[src/rtl/pipe_pkg.sv]
// Shared definitions for the generic pipeline stage register: control-field
// widths, the stage occupancy state type and the default payload width.
package pipe_pkg;

    localparam int unsigned DATA_WIDTH = 128;

    localparam int unsigned EX_W   = 6;
    localparam int unsigned M_W    = 3;
    localparam int unsigned WB_W   = 2;
    localparam int unsigned CTRL_W = EX_W + M_W + WB_W;

    // Encoding doubles as the occupancy count.
    typedef enum logic [1:0] {
        EMPTY = 2'd0,
        ONE   = 2'd1,
        TWO   = 2'd2
    } stage_state_e;

    typedef struct packed {
        logic [EX_W-1:0] ex;
        logic [M_W-1:0]  m;
        logic [WB_W-1:0] wb;
    } ctrl_bundle_t;

    function automatic logic [1:0] state_occupancy(input stage_state_e s);
        return 2'(s);
    endfunction

endpackage

[src/rtl/pipe_stage_reg.sv]
// Parametrised pipeline stage register with valid/ready handshake, stall,
// flush and an optional two-entry skid buffer that registers in_ready.
module pipe_stage_reg
    import pipe_pkg::*;
#(
    parameter int unsigned DATA_W = DATA_WIDTH,
    parameter int unsigned CTRL_W = pipe_pkg::CTRL_W,
    parameter int unsigned SKID   = 1
) (
    input  logic              clk,
    input  logic              rst,
    input  logic              flush,
    input  logic              in_valid,
    output logic              in_ready,
    input  logic [DATA_W-1:0] in_data,
    input  logic [CTRL_W-1:0] in_ctrl,
    output logic              out_valid,
    input  logic              out_ready,
    output logic [DATA_W-1:0] out_data,
    output logic [CTRL_W-1:0] out_ctrl,
    output logic [1:0]        occupancy
);

    stage_state_e      state_q, state_d;
    logic [DATA_W-1:0] main_data_q, main_data_d;
    logic [CTRL_W-1:0] main_ctrl_q, main_ctrl_d;
    logic              in_fire;
    logic              out_fire;

    assign out_valid = (state_q != EMPTY);
    assign in_fire   = in_valid & in_ready;
    assign out_fire  = out_valid & out_ready;
    assign out_data  = main_data_q;
    // main_ctrl_q may be stale after a pop, so the bubble is forced here.
    assign out_ctrl  = out_valid ? main_ctrl_q : '0;
    assign occupancy = state_occupancy(state_q);

    generate
        if (SKID != 0) begin : g_skid
            logic [DATA_W-1:0] skid_data_q, skid_data_d;
            logic [CTRL_W-1:0] skid_ctrl_q, skid_ctrl_d;

            // Registered ready: depends on the state flops only.
            assign in_ready = (state_q != TWO);

            always_comb begin
                state_d     = state_q;
                main_data_d = main_data_q;
                main_ctrl_d = main_ctrl_q;
                skid_data_d = skid_data_q;
                skid_ctrl_d = skid_ctrl_q;
                case (state_q)
                    EMPTY: begin
                        if (in_fire) begin
                            state_d     = ONE;
                            main_data_d = in_data;
                            main_ctrl_d = in_ctrl;
                        end
                    end
                    ONE: begin
                        if (in_fire && out_fire) begin
                            main_data_d = in_data;
                            main_ctrl_d = in_ctrl;
                        end else if (in_fire) begin
                            state_d     = TWO;
                            skid_data_d = in_data;
                            skid_ctrl_d = in_ctrl;
                        end else if (out_fire) begin
                            state_d = EMPTY;
                        end
                    end
                    TWO: begin
                        if (out_fire) begin
                            state_d     = ONE;
                            main_data_d = skid_data_q;
                            main_ctrl_d = skid_ctrl_q;
                        end
                    end
                    default: state_d = EMPTY;
                endcase
                if (flush) begin
                    state_d     = EMPTY;
                    main_ctrl_d = '0;
                    skid_ctrl_d = '0;
                end
            end

            always_ff @(posedge clk) begin
                if (rst) begin
                    skid_data_q <= '0;
                    skid_ctrl_q <= '0;
                end else begin
                    skid_data_q <= skid_data_d;
                    skid_ctrl_q <= skid_ctrl_d;
                end
            end
        end else begin : g_noskid
            // A full stage can still accept when its head leaves this cycle.
            assign in_ready = !out_valid | out_ready;

            always_comb begin
                state_d     = state_q;
                main_data_d = main_data_q;
                main_ctrl_d = main_ctrl_q;
                case (state_q)
                    EMPTY, ONE: begin
                        if (in_fire) begin
                            state_d     = ONE;
                            main_data_d = in_data;
                            main_ctrl_d = in_ctrl;
                        end else if (out_fire) begin
                            state_d = EMPTY;
                        end
                    end
                    default: state_d = EMPTY;
                endcase
                if (flush) begin
                    state_d     = EMPTY;
                    main_ctrl_d = '0;
                end
            end
        end
    endgenerate

    always_ff @(posedge clk) begin
        if (rst) begin
            state_q     <= EMPTY;
            main_data_q <= '0;
            main_ctrl_q <= '0;
        end else begin
            state_q     <= state_d;
            main_data_q <= main_data_d;
            main_ctrl_q <= main_ctrl_d;
        end
    end

    a_no_fire_in_two: assert property (@(posedge clk) disable iff (rst)
        !(state_q == TWO && in_fire));

    a_ctrl_bubble: assert property (@(posedge clk)
        !out_valid |-> (out_ctrl == '0));

    a_occ_noskid: assert property (@(posedge clk)
        (SKID != 0) || (occupancy <= 2'd1));

endmodule

[config.mk]
export PLATFORM = sky130hd
export DESIGN_NAME = pipe_stage_reg
export DESIGN_NICKNAME = d
export VERILOG_FILES = /design/src/rtl/pipe_pkg.sv /design/src/rtl/pipe_stage_reg.sv
export SDC_FILE = /design/constraint.sdc
export NUM_CORES = 1
export LEC_CHECK = 0
export BUFFER_PORTS_ARGS = -buffer_cell sky130_fd_sc_hd__buf_2
export CORE_UTILIZATION = 54
export DETAILED_ROUTE_END_ITERATION = 8
export HOLD_SLACK_MARGIN = 0.12
export PLACE_DENSITY = 0.8
export SLEW_MARGIN = 20
export SYNTH_ARGS = -nofsm -noshare
export SYNTH_HDL_FRONTEND = slang
export SYNTH_SLANG_ARGS = --single-unit
[constraint.sdc]
create_clock -name clk -period 1.9 [get_ports clk]
set_clock_uncertainty 0.2 [all_clocks]
set_input_delay 0.285 -clock clk [delete_from_list [all_inputs] [get_ports clk]]
set_output_delay 0.285 -clock clk [all_outputs]
set_load 0.02 [all_outputs]
==> results of run 1 <==
-- registers in the layout, indices dropped and copies added (netlist names) --
name	flops
g_skid.skid_data_q	128
out_data	128
g_skid.skid_ctrl_q	11
main_ctrl_q	11
occupancy	2
-- layout make-up --
type                            instances  area share
Multi-Input combinational cell        862      0.3588
Inverter                                1   0.0002223
Sequential cell                       280      0.3324
Tap cell                              280     0.02075
Antenna cell                            2   0.0002964
Clock buffer                           46     0.05150
Timing Repair Buffer                  488      0.2271
Clock inverter                          5    0.008892
-- repair_timing --
| action | CTS | global route |
|---|---|---|
| buffers inserted | 7 | 1 |
| gates resized for setup | 17 | 29 |
| hold endpoints to repair | 280 | 0 |
| gates cloned | 1 | 0 |
| hold buffers | 142 | 0 |
| pin swaps | 1 | 1 |
| setup endpoints to repair | 13 | 17 |
-- metal layers --
| layer | up-vias | track usage | part of all wire |
|---|---|---|---|
| li1 | 5399 | - | - |
| met1 | 5655 | 0.3691 | 0.40 |
| met2 | 525 | 0.5419 | 0.49 |
| met3 | 144 | 0.06181 | 0.070 |
| met4 | 0 | 0.1414 | 0.047 |
| met5 | - | 0 | 0 |
-- power by group through the flow --
stage | combinational, mW | sequential [mW] | clock (mW)
2_1_floorplan | 0.918 | 6.68 | 0
4_1_cts | 2.13 | 6.30 | 6.13
3_3_place_gp | 1.83 | 6.42 | 0
5_1_grt | 2.32 | 6.34 | 6.37
3_5_place_dp | 1.87 | 6.43 | 0
6_report | 2.19 | 6.32 | 6.07
-- worst max path at each step --
stage	from	to
after floorplan	occupancy[0]	out_data[118]
after CTS	occupancy[0]	out_ctrl[4]
after global placement	occupancy[0]	out_ctrl[10]
final	occupancy[0]	out_ctrl[9]
after global routing	occupancy[0]	out_ctrl[9]
after detailed placement	occupancy[0]	out_ctrl[0]
-- synthesized netlist by cell type --
| library cell | instances | area share |
|---|---|---|
| dfxtp_1 | 280 | 0.46 |
| nand2_1 | 279 | 0.085 |
| a211oi_1 | 168 | 0.10 |
| a21oi_1 | 140 | 0.057 |
| mux2i_1 | 139 | 0.11 |
| a211oi_2 | 110 | 0.11 |
| clkbuf_1 | 67 | 0.020 |
| buf_2 | 51 | 0.021 |
| buf_6 | 13 | 0.012 |
| nor2b_1 | 12 | 0.0061 |
| buf_4 | 6 | 0.0037 |
| clkbuf_4 | 5 | 0.0031 |
| a21o_1 | 2 | 0.0012 |
| nand2b_1 | 2 | 0.0010 |
| nor2_1 | 2 | 0.00061 |
| and2_1 | 1 | 0.00051 |
| and3b_1 | 1 | 0.00071 |
| and4bb_2 | 1 | 0.0010 |
| buf_1 | 1 | 0.00030 |
| inv_1 | 1 | 0.00030 |
| nand4bb_1 | 1 | 0.00092 |
| o21a_1 | 1 | 0.00061 |
| o21bai_1 | 1 | 0.00061 |
| or2_2 | 1 | 0.00051 |
| or3b_2 | 1 | 0.00071 |
-- worst min-delay path, delay by kind of cell --
kind / cells / cell delay, ns
simple gates: 1 / 0.40
buf+inv: 1 / 0.08
compound gates: 1 / 0.07
-- cell families after synthesis --
| logic type | share of synthesized area |
|---|---|
| compound gates | 0.2737 |
| mux | 0.1131 |
| flops | 0.4556 |
| buf+inv | 0.06040 |
| simple gates | 0.09721 |
==> impl_metrics.csv, run 1 <==
group,metric,value,unit
run_status,outcome,"complete, but fails checks",
run_status,violations,"negative setup slack",
sta,finalMaxSlewViolations,0,
synthesis,ys_seq_elements,280,
cells_and_area,final_cell_mix,"nand2_1, dfxtp_1, buf_2",
sta,max-slew-margin-rel,0.5917,
placed_design,port_buffers,286,
clock_tree,cts-root-buf,"clkbuf_16",
synthesis,syn_nets,1430,
clock_tree,cts_inserted_buffers,28,
synthesis,syn_area,12300,µm²
die,die_area,23390,µm²
global_routing,grt_pass1_vias,11750,
sta,period_share,1.002,
power_and_ir_drop,peakVddDrop,751.8,µV
sta,fmax,525.4,MHz
worst_setup_path,critPathLaunchType,"flip-flop",
power_and_ir_drop,power_leakage,7.416,nW
placed_design,place_area,14210,µm²
route,vias,11720,
worst_setup_path,reg2reg_slack,0.04,ns
run,drv_cap,0,
power_and_ir_drop,seqPwrFrac,0.433,
synthesis,ys.warnings.count,0,
power_and_ir_drop,switching_share,0.2533,
sta,worst_pin_slew,0.6124,ns
global_routing,grt_max_degree,102,
worst_setup_path,slowest_stage,"dfxtp_4",
cells_and_area,regArea,5613,µm²
clock_tree,clockBufferDepth,3,
power_and_ir_drop,pwr-share-clk,0.416,
cells_and_area,drive_gt1_frac,0.3103,
cells_and_area,multi_input_area,6058,µm²
sta,rsz0062_at_grt,"true",
clock_tree,cts.clk_slew.worst_paths,0.07,ns
worst_setup_path,critPathBufInv,2,
worst_setup_path,rr_startpoint,"occupancy[1]",
worst_hold_path,min_to,"g_skid.skid_ctrl_q[3]",
worst_setup_path,required,1.41,ns
worst_setup_path,worst-path-stages,4,
power_and_ir_drop,fin_total_pwr,14.58,mW
die,core_area,22090,µm²
die,rows,54,
global_routing,antenna_found_initial,2,
synthesis,syn_inst,1286,
sta,finalSetupViolCount,1,
power_and_ir_drop,power_switching,3.692,mW
clock_tree,cts_tree,"built",
synthesis,synth_cell_types,25,
cells_and_area,final_common_cell,"nand2_1",
placed_design,post-place-ws,-0.1200,ns
sta,hold_violations,0,
placed_design,gp_congestion,0.7984,
worst_setup_path,critPathKind,"flip-flop to primary output",
worst_setup_path,slowest_delay,0.38,ns
worst_setup_path,arrival,1.42,ns
sta,tns,-0.003194,ns
route,drt_iter0_drc,920,
global_routing,grt_pass1_wl,60010,µm
clock_tree,numClockSinks,280,
cells_and_area,fin_area,16880,µm²
power_and_ir_drop,p_int,10.89,mW
cells_and_area,fin_util,0.7642,
route,drt_pass1_iterations,7,
route,drc,0,
worst_setup_path,crit_path_max_fanout,5,
route,routed_via_density,5.969,
route,drtAntennaViolNets,0,
die,die_w,153.0,µm
sta,hold_slack,0.1430,ns
worst_hold_path,hold_class,"input pin to flip-flop",
route,wl_per_cell,19.43,µm
global_routing,grt_remaining_overflow,0,
cells_and_area,fin_cells,1964,
worst_hold_path,hold_start,"flush",
synthesis,avgSynthCellArea,9.568,µm²
cells_and_area,num-fill-cells,1366,
sta,setup_ws,-0.003194,ns
cells_and_area,area_growth,37.23,%
power_and_ir_drop,power_frac_comb,0.150,
placed_design,post-dp-hpwl,21420,µm
die,fp.dieH,153.0,µm
synthesis,ys_seq_area_frac,0.4556,
worst_setup_path,path_cells,"nor2_4, buf_6, nor2b_1, buf_2",
route,routed_wl,38170,µm
cells_and_area,final_net_count,1805,
die,start_util,0.5569,
global_routing,grtUsageTotal,0.3110,
placed_design,dp.cells,1760,
worst_hold_path,min_delay_path_depth,3,
clock_tree,htree_levels,1,
worst_setup_path,r2r-end,"out_data[58]",
worst_setup_path,cp_top_family,"flip-flops",
worst_setup_path,cp-end-kind,"primary output",
worst_setup_path,r2r_cells,7,
clock_tree,clk_latency,0.54,ns
power_and_ir_drop,powerDensity,863.3,nW/µm²
sta,period_minus_slack,1.903,ns
die,io_pins,287,
Note: power is estimated with default switching activity, not from simulation.
==> run 2: changes to the inputs <==
--- a/config.mk
+++ b/config.mk
@@ -5,10 +5,12 @@
 export SDC_FILE = /design/constraint.sdc
 export NUM_CORES = 1
 export LEC_CHECK = 0
+export ABC_CLOCK_PERIOD_IN_PS = 1900
 export BUFFER_PORTS_ARGS = -buffer_cell sky130_fd_sc_hd__buf_2
 export CORE_UTILIZATION = 54
 export DETAILED_ROUTE_END_ITERATION = 8
 export HOLD_SLACK_MARGIN = 0.12
+export MAX_ROUTING_LAYER = met4
 export PLACE_DENSITY = 0.8
 export SLEW_MARGIN = 20
 export SYNTH_ARGS = -nofsm -noshare
==> run 2 against run 1 <==
Combinational power barely moved. Critical endpoint unchanged. The flow still finishes with violations (negative setup slack). Hold slack improved by 0.0022 ns. Via count fell by 0.52%. Flip-flop and latch count did not move. Die area did not move. Cell area did not move. Global-route usage rose by 0.94 points. Non-clock buffer count did not move. Critical path depth did not move. Largest power group unchanged.
==> impl_metrics.csv, run 2 (synthesis gave the netlist of run 1 again) <==
group,metric,value,unit
route,highest_layer,"met4",
route,drtAntennaViolNets,0,
route,met1Wirelength,15260,µm
worst_setup_path,reg2reg_slack,0.02,ns
die,die_area,23390,µm²
worst_setup_path,critPathKind,"flip-flop to primary output",
worst_setup_path,slowest_stage,"dfxtp_4",
clock_tree,htree_levels,1,
worst_setup_path,slowest_delay,0.38,ns
clock_tree,clockBufferDepth,3,
worst_setup_path,r2r-end,"out_data[14]",
route,drc,0,
run_status,outcome,"complete, but fails checks",
route,wl_met2,18590,µm
worst_hold_path,hold_class,"input pin to flip-flop",
route,routed_via_density,5.938,
cells_and_area,drive_gt1_frac,0.3103,
sta,worst_pin_slew,0.6088,ns
global_routing,grt_pass1_wl,59930,µm
clock_tree,cts_tree,"built",
cells_and_area,area_growth,37.23,%
route,drt_pass1_iterations,5,
worst_setup_path,cp-end-kind,"primary output",
run_status,violations,"negative setup slack",
sta,max-slew-margin-rel,0.5942,
clock_tree,clk_latency,0.54,ns
placed_design,gp_congestion,0.8099,
worst_setup_path,required,1.41,ns
cells_and_area,fin_area,16880,µm²
die,start_util,0.5569,
route,wl_per_cell,19.45,µm
sta,setup_ws,-0.05079,ns
placed_design,post-dp-hpwl,21420,µm
sta,period_minus_slack,1.951,ns
global_routing,antenna_found_initial,2,
placed_design,dp.cells,1760,
route,wl_met3,2610,µm
run,drv_cap,0,
die,rows,54,
global_routing,grt_max_degree,102,
clock_tree,cts-root-buf,"clkbuf_16",
route,vias,11660,
global_routing,grt_pass1_vias,11750,
worst_setup_path,cp_top_family,"flip-flops",
placed_design,place_area,14210,µm²
power_and_ir_drop,power_leakage,7.416,nW
clock_tree,numClockSinks,280,
sta,fmax,512.6,MHz
worst_hold_path,min_to,"g_skid.skid_ctrl_q[8]",
worst_setup_path,crit_path_max_fanout,5,
worst_setup_path,path_cells,"nor2_4, buf_6, nor2b_1, buf_2",
sta,rsz0062_at_grt,"true",
worst_hold_path,min_delay_path_depth,3,
die,core_area,22090,µm²
die,die_w,153.0,µm
die,fp.dieH,153.0,µm
clock_tree,cts.clk_slew.worst_paths,0.06,ns
global_routing,grtUsageTotal,0.3204,
sta,period_share,1.027,
worst_setup_path,rr_startpoint,"occupancy[1]",
route,routed_wl,38190,µm
sta,hold_violations,0,
worst_setup_path,arrival,1.47,ns
power_and_ir_drop,powerDensity,862.7,nW/µm²
route,drt_iter0_drc,889,
cells_and_area,final_common_cell,"nand2_1",
worst_setup_path,critPathBufInv,2,
clock_tree,cts_inserted_buffers,28,
global_routing,grt_remaining_overflow,0,
cells_and_area,final_cell_mix,"nand2_1, dfxtp_1, buf_2",
power_and_ir_drop,peakVddDrop,751.9,µV
die,io_pins,287,
sta,tns,-0.05079,ns
worst_setup_path,r2r_cells,7,
sta,finalMaxSlewViolations,0,
worst_hold_path,hold_start,"flush",
cells_and_area,num-fill-cells,1366,
sta,finalSetupViolCount,1,
worst_setup_path,critPathLaunchType,"flip-flop",
cells_and_area,final_net_count,1805,
cells_and_area,fin_cells,1964,
placed_design,port_buffers,286,
## run 2: cell counts in the layout (fill, tap and decap cells not counted)
No cell type changed its count.
## run 2: per-layer routing
layer  GRT usage  up-vias
li1            -     5390
met1      0.3706     5595
met2      0.5417      538
met3     0.05926      139
met4      0.1414        0
met5           -        -
## run 2: final cells by class
| type | instances | area, µm² | area share |
|---|---|---|---|
| inverters | 1 | 3.754 | 0.0002223 |
| flip-flops and latches | 280 | 5613 | 0.3324 |
| clock buffers | 46 | 869.6 | 0.05150 |
| clock inverters | 5 | 150.1 | 0.008892 |
| well taps | 280 | 350.3 | 0.02075 |
| diodes | 2 | 5.005 | 0.0002964 |
| repair buffers | 488 | 3835 | 0.2271 |
| multi-input cells | 862 | 6058 | 0.3588 |
## run 2: worst max path at each step
| stage | startpoint | end | slack, ns | depth (start not counted) |
|---|---|---|---|---|
| 2_1_floorplan | occupancy[0] | out_data[118] | 0.08 | 6 |
| 3_3_place_gp | occupancy[0] | out_ctrl[10] | -0.02 | 3 |
| 3_5_place_dp | occupancy[0] | out_ctrl[0] | -0.12 | 3 |
| 4_1_cts | occupancy[0] | out_ctrl[4] | -0.01 | 4 |
| 5_1_grt | occupancy[0] | out_ctrl[9] | -0.11 | 4 |
| 6_report | occupancy[0] | out_ctrl[9] | -0.05 | 4 |
## run 2: through the flow
| stage | util | hold WS [ns] | total power, mW | setup WS (ns) |
|---|---|---|---|---|
| 2_1_floorplan | - | 0.2210 | 7.599 | 0.08195 |
| 3_3_place_gp | 0.6430 | 0.2404 | 8.246 | -0.02496 |
| 3_5_place_dp | 0.6430 | 0.2456 | 8.302 | -0.1200 |
| 4_1_cts | 0.7595 | 0.1431 | 14.55 | -0.01270 |
| 5_1_grt | 0.7642 | 0.1791 | 15.02 | -0.1084 |
| 6_report | 0.7642 | 0.1451 | 14.57 | -0.05079 |
## run 2: timing repair
action / in CTS / in global routing
setup buffers: 7 / 1
endpoints found under the setup margin: 13 / 17
endpoints found under the hold margin: 280 / 0
hold buffers: 142 / 0
gates cloned: 1 / 0
pin swaps: 1 / 1
resized for setup: 17 / 29
## run 2: power by group
group / switching [mW] / total (mW) / internal [mW]
Sequential: 0.165 / 6.32 / 6.15
Combinational: 1.24 / 2.19 / 0.954
Clock: 2.28 / 6.06 / 3.78
## run 2: worst min-delay path: stages
cell,delay [ns]
buf_2,0.08
or2_2,0.40
a21oi_1,0.07
